--- src/rtl/fetch_decode.sv ---
// Instruction sequencer: fetches 20-bit words over a req/ack port, decodes them
// for the alu for one EXEC cycle, and picks the next pc from the alu's jump decision.
module fetch_decode #(
  parameter int N = 19,
  parameter int M = 7,
  parameter int J = 3,
  parameter int A = 8
) (
  input  logic         clk,
  input  logic         rst_n,
  input  logic         run,
  output logic         imem_req,
  output logic [A-1:0] imem_addr,
  input  logic         imem_ack,
  input  logic [N:0]   imem_rdata,
  output logic [J:0]   opc,
  output logic [3:0]   rd,
  output logic [3:0]   rs,
  output logic [M:0]   imm,
  output logic         exec_valid,
  output logic         wb_en,
  input  logic         jump_enable,
  output logic [A-1:0] pc,
  output logic         halted
);

  localparam logic [1:0] S_IDLE  = 2'd0;
  localparam logic [1:0] S_FETCH = 2'd1;
  localparam logic [1:0] S_EXEC  = 2'd2;
  localparam logic [1:0] S_HALT  = 2'd3;

  localparam logic [J:0] OPC_ALU_LO = (J+1)'(1);
  localparam logic [J:0] OPC_ALU_HI = (J+1)'(8);
  localparam logic [J:0] OPC_BR9    = (J+1)'(9);
  localparam logic [J:0] OPC_BR10   = (J+1)'(10);
  localparam logic [J:0] OPC_BR11   = (J+1)'(11);
  localparam logic [J:0] OPC_BR12   = (J+1)'(12);
  localparam logic [J:0] OPC_BR14   = (J+1)'(14);
  localparam logic [J:0] OPC_HALT   = (J+1)'(15);

  logic [1:0]   state;
  logic [N:0]   ir;
  logic [A-1:0] jmp_tgt;
  logic [A-1:0] pc_inc;
  logic         is_branch;

  // Field layout: opc | rd | rs | imm, packed from the MSB down.
  assign opc = ir[N -: J+1];
  assign rd  = ir[M+8 -: 4];
  assign rs  = ir[M+4 -: 4];
  assign imm = ir[M:0];

  // Outputs are pure decodes of state so an async reset clears them at once.
  assign imem_req   = (state == S_FETCH);
  assign imem_addr  = pc;
  assign exec_valid = (state == S_EXEC);
  assign halted     = (state == S_HALT);
  assign wb_en      = exec_valid && (opc >= OPC_ALU_LO) && (opc <= OPC_ALU_HI);

  assign is_branch = (opc == OPC_BR9)  || (opc == OPC_BR10) || (opc == OPC_BR11) ||
                     (opc == OPC_BR12) || (opc == OPC_BR14);
  assign pc_inc    = pc + A'(1);

  generate
    if (A > M + 1) begin : g_tgt_zext
      assign jmp_tgt = {{(A-M-1){1'b0}}, imm};
    end else begin : g_tgt_trunc
      assign jmp_tgt = imm[A-1:0];
    end
  endgenerate

  always_ff @(posedge clk or negedge rst_n) begin
    if (!rst_n) begin
      state <= S_IDLE;
      pc    <= '0;
      ir    <= '0;
    end else begin
      case (state)
        S_IDLE: if (run) state <= S_FETCH;
        S_FETCH: begin
          if (imem_ack) begin
            ir    <= imem_rdata;
            state <= S_EXEC;
          end
        end
        S_EXEC: begin
          if (opc == OPC_HALT) begin
            state <= S_HALT;
          end else begin
            state <= S_FETCH;
            pc    <= (is_branch && jump_enable) ? jmp_tgt : pc_inc;
          end
        end
        default: state <= S_HALT;
      endcase
    end
  end

endmodule
--- config.mk ---
export PLATFORM = sky130hd
export DESIGN_NAME = fetch_decode
export DESIGN_NICKNAME = d
export VERILOG_FILES = /design/src/rtl/fetch_decode.sv
export SDC_FILE = /design/constraint.sdc
export NUM_CORES = 1
export LEC_CHECK = 0
export CAP_MARGIN = 10
export CORE_ASPECT_RATIO = 1.75
export CORE_MARGIN = 8
export CORE_UTILIZATION = 36
export CTS_CLUSTER_SIZE = 30
export DETAILED_ROUTE_END_ITERATION = 8
export MAX_ROUTING_LAYER = met4
export PLACE_DENSITY = 0.83
export SLEW_MARGIN = 20
export SYNTH_ARGS = -nofsm -noshare
export SYNTH_HDL_FRONTEND = slang
export SYNTH_SLANG_ARGS = --single-unit
export TNS_END_PERCENT = 50
--- constraint.sdc ---
create_clock -name clk -period 1.3 [get_ports clk]
set_input_delay 0.325 -clock clk [delete_from_list [all_inputs] [get_ports clk]]
set_output_delay 0.325 -clock clk [all_outputs]
set_load 0.01 [all_outputs]
* Word-level counts from Yosys, hierarchy flattened *
Index checks and enable logic that the tools add are counted.

word-level totals
  output and inout bits = 40
  register bits after elaboration = 30
  logic and storage cells = 34
  input bits = 25

operators by class
  equality and inequality tests = 11
  order comparisons = 2
  multiplexer cells = 5
  reductions and logical operators = 11
  bitwise logic cells = 1
  add/sub/neg operators = 1

operators with widths
  cell                   count
  $eq A4 B4 Y1 const B   6
  $add A8 B1 Y8 const B  1
  $mux W8                1
  $mux W2                3
  $pmux W2 S3            1
  $reduce_and A2 Y1      3
  $eq A2 B2 Y1 const B   2
  $ge A4 B1 Y1 const B   1
  $le A4 B4 Y1 const B   1
  $logic_or A1 B1 Y1     4
  $logic_and A1 B1 Y1    3
  $eq A2 B1 Y1 const B   1
  $logic_not A2 Y1       1
  $ne A2 B1 Y1 const B   1
  $ne A2 B2 Y1 const B   1
  $not A1 Y1             1

* Longest topological paths before layout *
Gate-level depths: netlist of the first run.

  depth in word-level cells = 7
  depth in mapped cells = 5
  depth with buffers taken out = 5

* Least setup slack after synthesis of the first run *
OpenSTA, ideal clock, no wires.

  kind = register to register
  start = reg ir[17]
  end = reg pc[0], in the netlist imem_addr[0]
  cell stages (with the launch flop) = 6
  path buffers = 1
  arrival = 1.297 ns
  setup time = 0.126 ns
  slack = -0.123 ns
  clock period less this slack = 1.423 ns
  required time = 1.174 ns
  path through = dfrtp_1 nor3_2 nand4b_4 buf_12 nor2_1 a221o_1

on the way
  longest elaborated chain between the ends = 7
  elaborated cells on any way between the ends = 14
  classes of those cells = 6 x eq/ne; 1 x mux; 1 x bitwise; 6 x reduce/logical

ends and longest elaborated chain
  element                           line  source
  start, declared                   42    logic [N:0] ir;
  start signal, assigned            82    ir <= imem_rdata;
  $eq A4 B4 Y1                      60    assign is_branch = (opc == OPC_BR9) || (opc == OPC_BR10) || (opc == OPC_BR11) ||
  $logic_or A1 B1 Y1 (3 in series)  60
  $logic_or A1 B1 Y1                61    (opc == OPC_BR12) || (opc == OPC_BR14);
  $logic_and A1 B1 Y1               91    pc <= (is_branch && jump_enable) ? jmp_tgt : pc_inc;
  $mux W8                           91
  end signal, assigned              91
  end, declared                     23    output logic [A-1:0] pc,

Parallel ways exist; a longest one is shown, timed or not.
A chain may end at the register's enable or synchronous reset.

* Worst setup path in the final report of the first run *
  start = reg ir[17]
  end = out wb_en

on the way
  longest elaborated chain between the ends = 3
  elaborated cells on any way between the ends = 4
  classes of those cells = 2 x order compare; 2 x reduce/logical

ends and longest elaborated chain
  element                line  source
  $ge A4 B1 Y1           58    assign wb_en = exec_valid && (opc >= OPC_ALU_LO) && (opc <= OPC_ALU_HI);
  $logic_and A1 B1 Y1    58
  $logic_and A1 B1 Y1 *  58
  end, declared          21    output logic wb_en,

Every way passes the cells marked *; elsewhere a longest branch is shown, timed or not.

==> results of run 1 <==
==> path summary, 6_finish.rpt <==
check	startpoint	slack, ns	cells after the start	endpoint
max	ir[17]$_DFFE_PN0P_	-0.32	4	wb_en
min	rst_n	0.41	2	ir[7]$_DFFE_PN0P_
max reg2reg	ir[16]$_DFFE_PN0P_	-0.17	5	imem_addr[0]$_DFFE_PN0P_
min reg2reg	ir[9]$_DFFE_PN0P_	0.50	1	ir[9]$_DFFE_PN0P_
max in group asynchronous	rst_n	0.72	2	ir[9]$_DFFE_PN0P_
min in group clk	ir[9]$_DFFE_PN0P_	0.50	1	ir[9]$_DFFE_PN0P_
==> state kept, by name, indices dropped and copies added, names as in the netlist <==
signal,count
imem_addr,8
ir,20
state,2
==> routing by layer <==
| layer | part of all wire [%] | wire [µm] |
|---|---|---|
| met3 | 7.6 | 343 |
| met2 | 53 | 2407 |
| met1 | 38 | 1708 |
| met5 | 0 | 0 |
| met4 | 1.8 | 81 |
==> layout by cell type, fill, tap and decap left out, types with 5 or more instances in the layout <==
cell type / n
dlygate4sd2_1: 7
clkbuf_8: 6
buf_2: 5
buf_4: 25
clkdlybuf4s50_1: 23
dfrtp_1: 29
mux2_2: 18
nand2_1: 7
buf_6: 14
clkdlybuf4s15_1: 23
==> cell type report <==
class	instances	area, µm²	area share, %
multi-input cells	76	659.4	25.82
well taps	48	60.06	2.352
clock inverters	1	5.005	0.1960
clock buffers	7	86.33	3.381
inverters	5	18.77	0.7349
flip-flops and latches	30	752.0	29.45
repair buffers	101	972.2	38.07
==> report_power, final <==
| group | switching, mW | internal (mW) | leakage, nW | total [mW] |
|---|---|---|---|---|
| Clock | 0.345 | 0.426 | 0.0482 | 0.771 |
| Sequential | 0.316 | 1.40 | 0.346 | 1.71 |
| Combinational | 1.51 | 2.03 | 0.785 | 3.54 |
| Total | 2.17 | 3.85 | 1.18 | 6.02 |
==> critical path: cells and delay by family, from the launching register on <==
kind,cells,cell delay (ns)
xor+xnor,1,0.13
simple gates,2,0.35
flops,1,0.40
buf+inv,1,0.13
==> kinds of logic after synthesis <==
logic type               synth area share (%)
multiplexers                            18.76
buffers and inverters                   7.928
AND/OR/NAND/NOR                         13.13
AO/OA/AOI/OAI                           7.588
flip-flops                              51.15
adder cells (fa/ha/maj)                0.8524
XOR/XNOR                               0.5969
==> cells in the mapped netlist (2+ instances only) <==
master,n
a21oi_1,5
and2_1,2
buf_2,2
buf_4,9
dfrtp_1,30
inv_1,5
mux2_1,2
mux2_2,18
mux2i_1,5
nand2_1,7
nand3_1,3
nand4_1,2
nor2_1,5
nor3_1,3
o21ai_0,3
==> what timing repair did <==
action,CTS,global route
endpoints found under the setup margin,68,53
buffers inserted,10,4
resized for setup,92,38
hold buffers,0,0
pin swaps,8,11
==> per-stage QoR <==
stage	instances	setup TNS, ns	hold WS (ns)	setup slack, ns	total power [mW]
floorplan	123	-0.4436	0.02941	-0.1227	3.211
global placement	248	-10.39	0.4849	-0.4132	4.960
CTS	265	-3.507	0.4225	-0.3318	5.719
finish	268	-3.595	0.4136	-0.3177	6.023
detailed placement	248	-11.95	0.4921	-0.4743	5.033
global route	268	-5.286	0.4259	-0.3864	6.389
==> out/metrics.yaml, run 1 <==
status: "finished with violations"
violations: "negative setup slack"
clock_latency_ns: 0.28
syn-num-nets: 149
htreeDepth: 2
core-area_um2: 3904
synth_top_area_cell: "dfrtp_1"
drcViolationCount: 0
finalWorstSetupSlack_ns: -0.3177
dr.pass1.iters: 4
rows: 30
die_w_um: 64.27
cpMaxStageDelayCell: "dfrtp_1"
syn_avg_cell_area_um2: 11.93
slew_violations: 0
crit_type: "register to output pin"
grt.total_usage_pct: 14.46
cts_tree: "yes"
start_util_pct: 37.60
fmax_ghz: 0.6182
use_met3_pct: 4.900
grt_pass1_wl_um: 7231
use_met1_pct: 13.81
top_usage_layer: "met2"
final_area_um2: 2554
min_period_ns: 1.618
cap_violations: 0
antenna_cells: 0
syn_inst: 123
worst_slew_pin_slew_ns: 0.2478
yosysSeqAreaShare_pct: 51.15
yosysTopAreaCellShare_pct: 51.15
finalClockSkew_ns: 0.006589
gp_congestion: 0.7413
syn_to_final_growth_pct: 74.00
final-hold-violation-count: 0
clk_pin_slew_ns: 0.07
clock_sinks: 30
crit_required_ns: 0.98
syn_area_um2: 1468
wl_um: 4541
vias: 1333
power.density_nw_per_um2: 2358
period_share_pct: 124.4
grt_pass1_vias: 1523
grt.overflow.total: 0
place_area_um2: 2296
hpwl_um: 3204
cts_buffer_depth: 2
synth_seq_cells: 30
synth_ff_type: "dfrtp_1"
fill_cells: 293
crit_arrival_ns: 1.29
rsz0062_at_grt: "true"
crit_path_max_fanout: 2
antenna_left: 0
port_buffers: 64
synth_warnings: 0
synth_edf_count: 0
drt_iter0_markers: 31
netlist-cell-type-count: 37
grt_max_degree: 31
drive_above_1_share_pct: 41.36
antenna_found_initial: 0
max_stage_delay_ns: 0.40
root_buffer: "clkbuf_8"
crit_path_start_kind: "register"
yosys-top-cells-area: "dfrtp_1 (51%), mux2_2 (14%), buf_4 (4.6%), mux2i_1 (3.4%), nand2_1 (1.8%)"
wl_per_cell_um: 16.94
ir_drop_uv: 1508
setup_viol: 34
critPathCaptureType: "output pin"
fin_nets: 245
numCtsBuffers: 5
async_flop_share_pct: 100.0
dieArea_um2: 6456
via_per_inst: 4.974
hold_path_class: "input port to async pin"
slew_headroom_pct: 83.43
die_y_um: 100.5
grtUsageMet2_pct: 25.85
io_pins: 65
fin_util_pct: 65.42
cp_cell_sequence: "nor3_4, xnor2_1, and2_1, buf_2"
leakagePower_nw: 1.179
No activity file was read; power rests on OpenSTA's default activity.
==> run 2: changes to the inputs <==
--- a/config.mk
+++ b/config.mk
@@ -5,7 +5,7 @@
 export SDC_FILE = /design/constraint.sdc
 export NUM_CORES = 1
 export LEC_CHECK = 0
-export CAP_MARGIN = 10
+export CAP_MARGIN = 20
 export CORE_ASPECT_RATIO = 1.75
 export CORE_MARGIN = 8
 export CORE_UTILIZATION = 36
==> results of run 2 <==
Final layout, timing and power as in run 1 (identical DEF).
